--- src/rtl/wb_req_master.sv ---
// Single-outstanding Wishbone classic-cycle initiator: one command in, one bus cycle
// (with retry/backoff, error and timeout handling), one response out.
module wb_req_master #(
    parameter int unsigned RETRY_MAX = 3,
    parameter int unsigned TIMEOUT   = 255
) (
    input  logic        wb_clk_i,
    input  logic        wb_rst_ni,
    input  logic        cmd_valid_i,
    output logic        cmd_ready_o,
    input  logic        cmd_we_i,
    input  logic [31:0] cmd_adr_i,
    input  logic [31:0] cmd_dat_i,
    input  logic [3:0]  cmd_sel_i,
    output logic        rsp_valid_o,
    input  logic        rsp_ready_i,
    output logic [31:0] rsp_dat_o,
    output logic [1:0]  rsp_status_o,
    output logic [31:0] wbm_adr_o,
    output logic [31:0] wbm_dat_o,
    output logic [3:0]  wbm_sel_o,
    output logic        wbm_we_o,
    output logic        wbm_cyc_o,
    output logic        wbm_stb_o,
    output logic [2:0]  wbm_cti_o,
    output logic [1:0]  wbm_bte_o,
    input  logic [31:0] wbm_dat_i,
    input  logic        wbm_ack_i,
    input  logic        wbm_err_i,
    input  logic        wbm_rty_i
);

    localparam int unsigned RTY_W = 4;
    localparam int unsigned TMO_W = 16;
    localparam logic [RTY_W-1:0] RTY_LIM = RTY_W'(RETRY_MAX);
    localparam logic [TMO_W-1:0] TMO_LIM = TMO_W'(TIMEOUT);

    localparam logic [1:0] ST_OK  = 2'b00;
    localparam logic [1:0] ST_ERR = 2'b01;
    localparam logic [1:0] ST_TMO = 2'b10;
    localparam logic [1:0] ST_RTY = 2'b11;

    typedef enum logic [1:0] {
        IDLE    = 2'd0,
        BUS     = 2'd1,
        BACKOFF = 2'd2,
        RESP    = 2'd3
    } state_t;

    state_t            state_q, state_d;
    logic              cyc_q, cyc_d;
    logic [31:0]       adr_q, adr_d;
    logic [31:0]       dat_q, dat_d;
    logic [3:0]        sel_q, sel_d;
    logic              we_q, we_d;
    logic              rsp_valid_q, rsp_valid_d;
    logic [31:0]       rsp_dat_q, rsp_dat_d;
    logic [1:0]        rsp_status_q, rsp_status_d;
    logic [RTY_W-1:0]  rty_cnt_q, rty_cnt_d, rty_inc;
    logic [TMO_W-1:0]  tmo_cnt_q, tmo_cnt_d, tmo_inc;

    assign rty_inc = rty_cnt_q + RTY_W'(1);
    assign tmo_inc = tmo_cnt_q + TMO_W'(1);

    // State register and registered outputs; reset drops cyc/stb asynchronously.
    always_ff @(posedge wb_clk_i or negedge wb_rst_ni) begin
        if (!wb_rst_ni) begin
            state_q      <= IDLE;
            cyc_q        <= 1'b0;
            adr_q        <= '0;
            dat_q        <= '0;
            sel_q        <= '0;
            we_q         <= 1'b0;
            rsp_valid_q  <= 1'b0;
            rsp_dat_q    <= '0;
            rsp_status_q <= '0;
            rty_cnt_q    <= '0;
            tmo_cnt_q    <= '0;
        end else begin
            state_q      <= state_d;
            cyc_q        <= cyc_d;
            adr_q        <= adr_d;
            dat_q        <= dat_d;
            sel_q        <= sel_d;
            we_q         <= we_d;
            rsp_valid_q  <= rsp_valid_d;
            rsp_dat_q    <= rsp_dat_d;
            rsp_status_q <= rsp_status_d;
            rty_cnt_q    <= rty_cnt_d;
            tmo_cnt_q    <= tmo_cnt_d;
        end
    end

    // Next-state and next-output logic.
    always_comb begin
        state_d      = state_q;
        cyc_d        = cyc_q;
        adr_d        = adr_q;
        dat_d        = dat_q;
        sel_d        = sel_q;
        we_d         = we_q;
        rsp_valid_d  = rsp_valid_q;
        rsp_dat_d    = rsp_dat_q;
        rsp_status_d = rsp_status_q;
        rty_cnt_d    = rty_cnt_q;
        tmo_cnt_d    = tmo_cnt_q;

        case (state_q)
            IDLE: begin
                if (cmd_valid_i) begin
                    adr_d     = cmd_adr_i;
                    dat_d     = cmd_dat_i;
                    sel_d     = cmd_sel_i;
                    we_d      = cmd_we_i;
                    rsp_dat_d = '0;
                    rty_cnt_d = '0;
                    tmo_cnt_d = '0;
                    cyc_d     = 1'b1;
                    state_d   = BUS;
                end
            end
            BUS: begin
                // Termination priority is ack > err > rty.
                if (wbm_ack_i) begin
                    rsp_dat_d    = we_q ? 32'h0 : wbm_dat_i;
                    rsp_status_d = ST_OK;
                    cyc_d        = 1'b0;
                    rsp_valid_d  = 1'b1;
                    state_d      = RESP;
                end else if (wbm_err_i) begin
                    rsp_dat_d    = '0;
                    rsp_status_d = ST_ERR;
                    cyc_d        = 1'b0;
                    rsp_valid_d  = 1'b1;
                    state_d      = RESP;
                end else if (wbm_rty_i) begin
                    rty_cnt_d = rty_inc;
                    cyc_d     = 1'b0;
                    if (rty_inc < RTY_LIM) begin
                        state_d = BACKOFF;
                    end else begin
                        rsp_dat_d    = '0;
                        rsp_status_d = ST_RTY;
                        rsp_valid_d  = 1'b1;
                        state_d      = RESP;
                    end
                end else if (tmo_inc == TMO_LIM) begin
                    tmo_cnt_d    = tmo_inc;
                    rsp_dat_d    = '0;
                    rsp_status_d = ST_TMO;
                    cyc_d        = 1'b0;
                    rsp_valid_d  = 1'b1;
                    state_d      = RESP;
                end else begin
                    tmo_cnt_d = tmo_inc;
                end
            end
            BACKOFF: begin
                tmo_cnt_d = '0;
                cyc_d     = 1'b1;
                state_d   = BUS;
            end
            RESP: begin
                if (rsp_ready_i) begin
                    rsp_valid_d = 1'b0;
                    state_d     = IDLE;
                end
            end
            default: begin
                cyc_d       = 1'b0;
                rsp_valid_d = 1'b0;
                state_d     = IDLE;
            end
        endcase
    end

    assign cmd_ready_o  = (state_q == IDLE);
    assign rsp_valid_o  = rsp_valid_q;
    assign rsp_dat_o    = rsp_dat_q;
    assign rsp_status_o = rsp_status_q;
    assign wbm_adr_o    = adr_q;
    assign wbm_dat_o    = dat_q;
    assign wbm_sel_o    = sel_q;
    assign wbm_we_o     = we_q;
    assign wbm_cyc_o    = cyc_q;
    assign wbm_stb_o    = cyc_q;
    assign wbm_cti_o    = 3'b000;
    assign wbm_bte_o    = 2'b00;

endmodule

--- config.mk ---
export PLATFORM = sky130hd
export DESIGN_NAME = wb_req_master
export DESIGN_NICKNAME = d
export VERILOG_FILES = /design/src/rtl/wb_req_master.sv
export SDC_FILE = /design/constraint.sdc
export NUM_CORES = 1
export LEC_CHECK = 0
export CAP_MARGIN = 20
export CORE_AREA = 3 3 97 136
export DETAILED_ROUTE_END_ITERATION = 16
export DIE_AREA = 0 0 100 139
export HOLD_SLACK_MARGIN = 0.15
export PLACE_DENSITY_LB_ADDON = 0.12
export SETUP_SLACK_MARGIN = 0.02
export SYNTH_ARGS = -nofsm -noshare
export SYNTH_HDL_FRONTEND = slang
export SYNTH_SLANG_ARGS = --single-unit
--- constraint.sdc ---
create_clock -name wb_clk_i -period 6 [get_ports wb_clk_i]
set_input_delay 1.2 -clock wb_clk_i [delete_from_list [all_inputs] [get_ports wb_clk_i]]
set_output_delay 1.2 -clock wb_clk_i [all_outputs]
set_load 0.01 [all_outputs]
### Yosys cells after proc, flatten, opt, wreduce, memory -nomap -nowiden

Cells that the tools add are included.
Widths: inputs -> output; s select.

* add/subtract/negate cells: 2
* magnitude comparators: 1
* equality and inequality tests: 13
* multiplexer cells: 44
* reductions and logical operators: 13

Operators with widths (number)
* $mux 32: 7
* $mux 16: 4
* $pmux 32 s2: 1
* $pmux 16 s3: 1
* $mux 2: 11
* $add 16x1->16 const B: 1
* $eq 16x8->1 const B: 1
* $mux 4: 4
* $mux 1: 12
* $ne 2x2->1 const B: 6
* $ne 5x5->1 const B: 2
* $reduce_and 5->1: 2
* $reduce_and 3->1: 3
* $pmux 2 s4: 1
* $pmux 4 s2: 1
* $reduce_and 4->1: 2
* $add 4x1->4 const B: 1
* $eq 2x2->1 const B: 2
* $lt 4x2->1 const B: 1
* $ne 4x4->1 const B: 1
* $reduce_bool 2->1: 2
* $reduce_bool 4->1: 1
* $pmux 1 s3: 1
* $reduce_bool 3->1: 1
* 4 further kinds: 4

* bits in registers: 127
* input bits: 108
* logic and storage cells: 84

### Logic depth before layout (Yosys ltp)

Gate-level depths: netlist of run 1.

* depth after elaboration: 7
* depth in mapped cells: 9
* depth with buffers taken out: 7

### Least setup slack after synthesis of run 1

Ideal clock, no wire load.

* path type: input -> register
* from: in wbm_rty_i
* to: reg tmo_cnt_q[8]
* data arrival time: 2.554 ns
* slack: 3.363 ns
* stages on the path: 8
* path buffers: 3
* path through: or3_1 clkbuf_1 or2_2 clkbuf_1 clkbuf_1 a21oi_1 o21ai_0 o21ai_0

* word-level cells in the longest chain between the ends: 2

Ends and longest elaborated chain
* from (decl): RTL line 30 `input logic wbm_rty_i`
* $ne 2x2->1 (no line)
* $reduce_and 5->1 (no line)
* to (signal assigned): RTL line 90 `tmo_cnt_q <= tmo_cnt_d;`
* to (decl): RTL line 60 `logic [TMO_W-1:0] tmo_cnt_q, tmo_cnt_d, tmo_inc;`

No other way between the ends.
A chain may end at the register's enable or synchronous reset.

### Final worst setup path of run 1

* from: in cmd_valid_i
* to: reg rty_cnt_q[3]

* word-level cells in the longest chain between the ends: 2

Ends and longest elaborated chain
* from (decl): RTL line 9 `input logic cmd_valid_i,`
* $ne 2x2->1 (no line)
* $reduce_and 5->1 (no line)
* to (signal assigned): RTL line 89 `rty_cnt_q <= rty_cnt_d;`
* to (decl): RTL line 59 `logic [RTY_W-1:0] rty_cnt_q, rty_cnt_d, rty_inc;`

No other way between the ends.

==> results of run 1 <==
[cell type report]
type	instances	area, um^2
flip-flops and latches	127	3178
repair buffers	221	2192
clock inverters	13	161.4
clock buffers	19	452.9
multi-input cells	319	2228
inverters	5	18.77
fillers	930	3772
well taps	150	187.7
[stage by stage]
| step | setup WS, ns | utilization | instance area, um^2 | std cells | power (uW) |
|---|---|---|---|---|---|
| 6_report | 2.873 | 0.6906 | 8419 | 854 | 4276 |
| 3_3_place_gp | 2.501 | 0.6402 | 7805 | 822 | 3187 |
| 4_1_cts | 2.855 | 0.6906 | 8419 | 854 | 4329 |
| 2_1_floorplan | 3.363 | - | 5618 | 490 | 2233 |
| 3_5_place_dp | 2.430 | 0.6402 | 7805 | 822 | 3245 |
| 5_1_grt | 2.767 | 0.6906 | 8419 | 854 | 4518 |
[power by group]
group	internal, uW	switching, uW	total [uW]
clock	676	378	1050
sequential	1230	248	1480
combinational	1030	716	1740
[layout by cell type, fill, tap and decap left out, types with 3 or more instances in the layout]
cell               n
a21oi_1            6
a22oi_1           33
a31oi_1            3
and2_1             3
and3_1             3
buf_4              8
bufinv_16          3
clkbuf_16         17
clkdlybuf4s50_1  213
clkinv_2           3
clkinvlp_4         4
conb_1             5
dfrtp_1          127
ha_1               4
inv_1              5
mux2_2            69
nand2_1           44
nand2b_1           4
nand3_1            8
nand4_1            5
nor2_1            20
nor2b_1            5
o21ai_0           56
o21ai_1            7
o31ai_1            7
xor2_1             3
[flip-flops by register name, summed over array words and instances, names as in the netlist]
name and cells:
wbm_cyc_o 1, rsp_dat_o 32, rsp_status_o 2, tmo_cnt_q 16
rty_cnt_q 4, wbm_dat_o 32, wbm_sel_o 4, wbm_we_o 1
rsp_valid_o 1, wbm_adr_o 32, state_q 2
[critical path, stage by stage]
cell,delay (ns)
clkdlybuf4s50_1,0.52
and2_2,0.73
o22ai_1,0.30
or2_2,0.39
o31ai_1,0.26
[logic make-up after synthesis]
| kind of cell | Yosys count | synth area share |
|---|---|---|
| AND/OR/NAND/NOR | 111 | 0.09870 |
| XOR/XNOR | 3 | 0.004690 |
| adder cells (fa/ha/maj) | 4 | 0.008933 |
| flip-flops | 127 | 0.5672 |
| multiplexers | 71 | 0.1423 |
| AO/OA/AOI/OAI | 125 | 0.1378 |
| buffers and inverters | 44 | 0.03975 |
| other | 1 | 0.0006693 |
[layer usage]
metal | track usage | part of all wire | wire (um) | vias to the layer above
li1 | - | - | - | 2146
met1 | 0.2400 | 0.36 | 5390 | 2253
met2 | 0.3859 | 0.54 | 8149 | 172
met3 | 0.09009 | 0.084 | 1270 | 24
met4 | 0.08304 | 0.023 | 356 | 0
met5 | 0 | 0 | 0 | -
[worst paths after layout]
| check | to | depth (start not counted) | slack (ns) | from |
|---|---|---|---|---|
| worst max-delay path | rty_cnt_q[3]$_DFFE_PN0P_ | 5 | 2.87 | cmd_valid_i |
| worst min-delay path | wbm_adr_o[15]$_DFFE_PN0P_ | 1 | 0.50 | wbm_adr_o[15]$_DFFE_PN0P_ |
| worst max register to register | state_q[1]$_DFFE_PN0P_ | 8 | 3.40 | tmo_cnt_q[1]$_DFFE_PN0P_ |
| worst min register to register | wbm_adr_o[15]$_DFFE_PN0P_ | 1 | 0.50 | wbm_adr_o[15]$_DFFE_PN0P_ |
| max in group asynchronous | rsp_dat_o[16]$_DFFE_PN0P_ | 2 | 3.82 | wb_rst_ni |
| min in group asynchronous | tmo_cnt_q[10]$_DFFE_PN0P_ | 1 | 0.94 | wb_rst_ni |
==> run_results.csv, run 1 <==
group,metric,value,unit
global_routing,grt_max_degree,78,
synthesis,syn_avg_cell_area,11.53,um^2
synthesis,synth_edf_count,0,
run,timing.max_cap.violations,0,
layout,drive_gt1_frac,0.1676,
detailed_routing,dr.first_iter.drc_count,138,
floorplanning,die_h,139,um
floorplanning,start_util,0.4596,
clock_network,clk_pin_slew,0.06,ns
detailed_routing,wl_per_cell,17.76,um
timing,setup_tns,0,ns
detailed_routing,drc_errors,0,
synthesis,synth_area_leaders,"dfrtp_1, mux2_2, o21ai_0",
global_routing,grt_pass1_wl,24440,um
timing,max_freq,319.8,MHz
power,power_density,507.9,nW/um^2
timing,period_share,0.5212,
critical_path,crit_fanout,38,
clock_network,htree_levels,4,
floorplanning,pin_count,220,
layout,n_antenna_cell,0,
timing,slew_viol_final,0,
detailed_routing,first_pass_iters,4,
synthesis,async_reset_ff_frac,1.000,
status,status,"complete, no violations",
min_path,holdCritPathClass,"flop to flop",
clock_network,clockBufferDepth,2,
synthesis,yosysWarnings,0,
global_routing,antenna_found_initial,0,
clock_network,insertion_delay,0.41,ns
global_routing,overflow,0,
floorplanning,placementRows,48,
clock_network,cts_root_buffer,"clkbuf_16",
critical_path,start_kind,"primary input",
synthesis,seq_area_frac_synth,0.5672,
clock_network,cts_tree,"done",
floorplanning,fp.dieW,100,um
clock_network,cts_made_buffers,17,
power,ir_worst_vdd,0.3438,mV
placed_design,portBuffers,214,
detailed_routing,routed_wl,15170,um
layout,nNetsFinal,803,
synthesis,synthesis.area,5603,um^2
timing,grt_setup_unrepaired,"false",
power,leakage,0.003441,uW
critical_path,crit_arrival,3.42,ns
synthesis,yosysTopAreaCell,"dfrtp_1",
synthesis,ys_seq_elements,127,
detailed_routing,route.vias.total,4595,
clock_network,holdBufCountCts,0,
clock_network,cts_setup_buffers,0,
clock_network,cts.sinks,127,
synthesis,synth_common_cells,"dfrtp_1, mux2_2, o21ai_0, nand2_1, a22oi_1",
floorplanning,core_area,12190,um^2
timing,relSlewSlack,0.3627,
critical_path,path_class,"primary input to flop",
timing,clock_skew,0.006802,ns
critical_path,required,6.29,ns
global_routing,grt_pass1_vias,4854,
timing,worst_pin_slew,0.9559,ns
layout,area_growth,50.27,%
placed_design,hpwl,10760,um
synthesis,synth_cell_types,44,
detailed_routing,detail-route-antenna-nets,0,
floorplanning,die_area,13900,um^2
synthesis,syn_inst,486,
timing,finalHoldViolations,0,
timing,holdWs,0.5048,ns
synthesis,netlist.area_leader.share,0.5672,
timing,finalSetupViolCount,0,
synthesis,synth_most_common_cell,"dfrtp_1",
detailed_routing,vias_per_cell,5.381,
clock_network,cts_resized,0,
critical_path,endpoint_kind,"flop",
global_routing,track_usage,0.2222,
placed_design,place.gp.congestion,0.8046,
timing,layout_min_cycle_time,3.127,ns
synthesis,ys.flop_type,"dfrtp_1",
No activity file was read; power rests on OpenSTA's default activity.
==> inputs of run 2 (changes only) <==
--- a/config.mk
+++ b/config.mk
@@ -6,9 +6,9 @@
 export NUM_CORES = 1
 export LEC_CHECK = 0
 export CAP_MARGIN = 20
-export CORE_AREA = 3 3 97 136
+export CORE_AREA = 3 3 105 147
 export DETAILED_ROUTE_END_ITERATION = 16
-export DIE_AREA = 0 0 100 139
+export DIE_AREA = 0 0 108 150
 export HOLD_SLACK_MARGIN = 0.15
 export PLACE_DENSITY_LB_ADDON = 0.12
 export SETUP_SLACK_MARGIN = 0.02
==> constraint.sdc (replaced) <==
create_clock -name wb_clk_i -period 2.65 [get_ports wb_clk_i]
set_input_delay 0.53 -clock wb_clk_i [delete_from_list [all_inputs] [get_ports wb_clk_i]]
set_output_delay 0.53 -clock wb_clk_i [all_outputs]
set_load 0.01 [all_outputs]
==> run 2 against run 1 <==
Non-clock buffer count up 9. Sequential share of layout area down 0.77 points. Die area up 17%. Critical path depth up 3. Highest routed layer unchanged.
==> run_results.csv, run 2 (synthesis results as in run 1) <==
group,metric,value,unit
timing,clock_skew,0.009730,ns
detailed_routing,route.vias.total,4590,
power,p_total,9721,uW
status,status,"complete, no violations",
detailed_routing,dr.first_iter.drc_count,181,
min_path,min_path_cells,1,
critical_path,r2r_cells,8,
critical_path,required,2.92,ns
placed_design,portBuffers,214,
critical_path,path_class,"flop to flop",
timing,period_share,0.9186,
timing,relSlewSlack,0.6206,
floorplanning,core_area,14380,um^2
timing,holdWs,0.5001,ns
floorplanning,start_util,0.3897,
timing,grt_setup_unrepaired,"false",
timing,max_freq,410.8,MHz
global_routing,overflow,0,
layout,fillCellCount,1235,
floorplanning,fp.dieW,108,um
clock_network,cts_made_buffers,17,
clock_network,cts_tree,"done",
floorplanning,pin_count,220,
layout,n_antenna_cell,0,
clock_network,cts.sinks,127,
layout,area_growth,53.39,%
timing,finalSetupViolCount,0,
critical_path,crit_start,"tmo_cnt_q[0]$_DFFE_PN0P_",
global_routing,antenna_found_initial,0,
global_routing,track_usage,0.2010,
detailed_routing,vias_per_cell,5.089,
detailed_routing,drc_errors,0,
timing,worst_pin_slew,0.5691,ns
layout,final_common_cell,"clkdlybuf4s50_1",
clock_network,clockBufferDepth,2,
floorplanning,die_h,150,um
global_routing,grt_pass1_wl,25300,um
detailed_routing,wl_per_cell,17.57,um
critical_path,crit_fanout,32,
global_routing,grt_max_degree,46,
min_path,holdCritPathClass,"flop to flop",
detailed_routing,routed_wl,15850,um
timing,layout_min_cycle_time,2.434,ns
critical_path,endpoint_kind,"flop",
run,timing.max_cap.violations,0,
critical_path,crit_arrival,2.71,ns
layout,nNetsFinal,812,
power,leakage,0.003505,uW
placed_design,place_inst,869,
critical_path,start_kind,"flop",
floorplanning,die_area,16200,um^2
layout,multi_input_area,2233,um^2
timing,slew_viol_final,0,
timing,finalHoldViolations,0,
layout,final_cell_mix,"clkdlybuf4s50_1, dfrtp_1, mux2_2",
clock_network,cts_setup_buffers,0,
min_path,min_from,"rty_cnt_q[3]$_DFFE_PN0P_",
critical_path,r2r_start,"tmo_cnt_q[0]$_DFFE_PN0P_",
layout,fin_cells,902,
power,ir_worst_vdd,0.6812,mV
floorplanning,placementRows,52,
clock_network,htree_levels,4,
layout,seq_area,3178,um^2
layout,drive_gt1_frac,0.1767,
power,power_density,1131,nW/um^2
detailed_routing,detail-route-antenna-nets,0,
placed_design,hpwl,11490,um
global_routing,grt_pass1_vias,4807,
clock_network,insertion_delay,0.41,ns
detailed_routing,first_pass_iters,5,
placed_design,place.gp.congestion,0.8367,
timing,setup_tns,0,ns
clock_network,cts_root_buffer,"clkbuf_16",
clock_network,clk_pin_slew,0.06,ns
run 2: cell types whose count changed in the layout (fill, tap and decap cells not counted), sizes merged:
| cell | change |
|---|---|
| buf | +8 |
| inv | +4 |
| dlygate4sd3 | +1 |
| clkbuf | -1 |
| clkinvlp | -2 |
| bufinv | -1 |
run 2: what timing repair did:
item / CTS / global route
endpoints found under the hold margin: 38 / 0
resized for setup: 0 / 0
hold buffers: 1 / 0
run 2: final timing paths:
kind | slack [ns] | to
min in group asynchronous | 0.66 | rsp_dat_o[30]$_DFFE_PN0P_
max in group asynchronous | 1.35 | wbm_dat_o[5]$_DFFE_PN0P_
worst min-delay path | 0.50 | rty_cnt_q[3]$_DFFE_PN0P_
worst max-delay path | 0.22 | rsp_dat_o[20]$_DFFE_PN0P_
worst min register to register | 0.50 | rty_cnt_q[3]$_DFFE_PN0P_
worst max register to register | 0.22 | rsp_dat_o[20]$_DFFE_PN0P_
run 2: worst max-delay path, stage by stage, from the launching register on:
cell and delay [ns]:
dfrtp_1 0.43, ha_1 0.27, nand3_1 0.22, nor3_4 0.26
mux2i_1 0.12, a211o_1 0.31, nor3_4 0.33, buf_12 0.23
o21ai_0 0.12
run 2: final cells by class:
class,instances,share of cell area
Sequential cell,127,0.3698
Clock inverter,14,0.01762
Multi-Input combinational cell,319,0.2599
Tap cell,189,0.02751
Timing Repair Buffer,230,0.2719
Clock buffer,18,0.05110
Inverter,5,0.002184
run 2: power by group:
| part | switching (uW) | internal (uW) |
|---|---|---|
| clock network | 906 | 1420 |
| registers | 571 | 2790 |
| logic | 1640 | 2390 |
| total | 3120 | 6600 |
run 2: metal layers:
metal  part of all wire  track usage
met5                  0            0
met4              0.020      0.07581
met3              0.093      0.08589
met2               0.52       0.3381
met1               0.37       0.2250
run 2: metrics by stage:
stage	area [um^2]	setup slack [ns]	utilization
after floorplan	5618	0.5289	-
after global placement	7994	0.2201	0.5560
after detailed placement	7994	0.1444	0.5560
after CTS	8594	0.2147	0.5977
after global routing	8594	0.03145	0.5977
final	8594	0.2156	0.5977
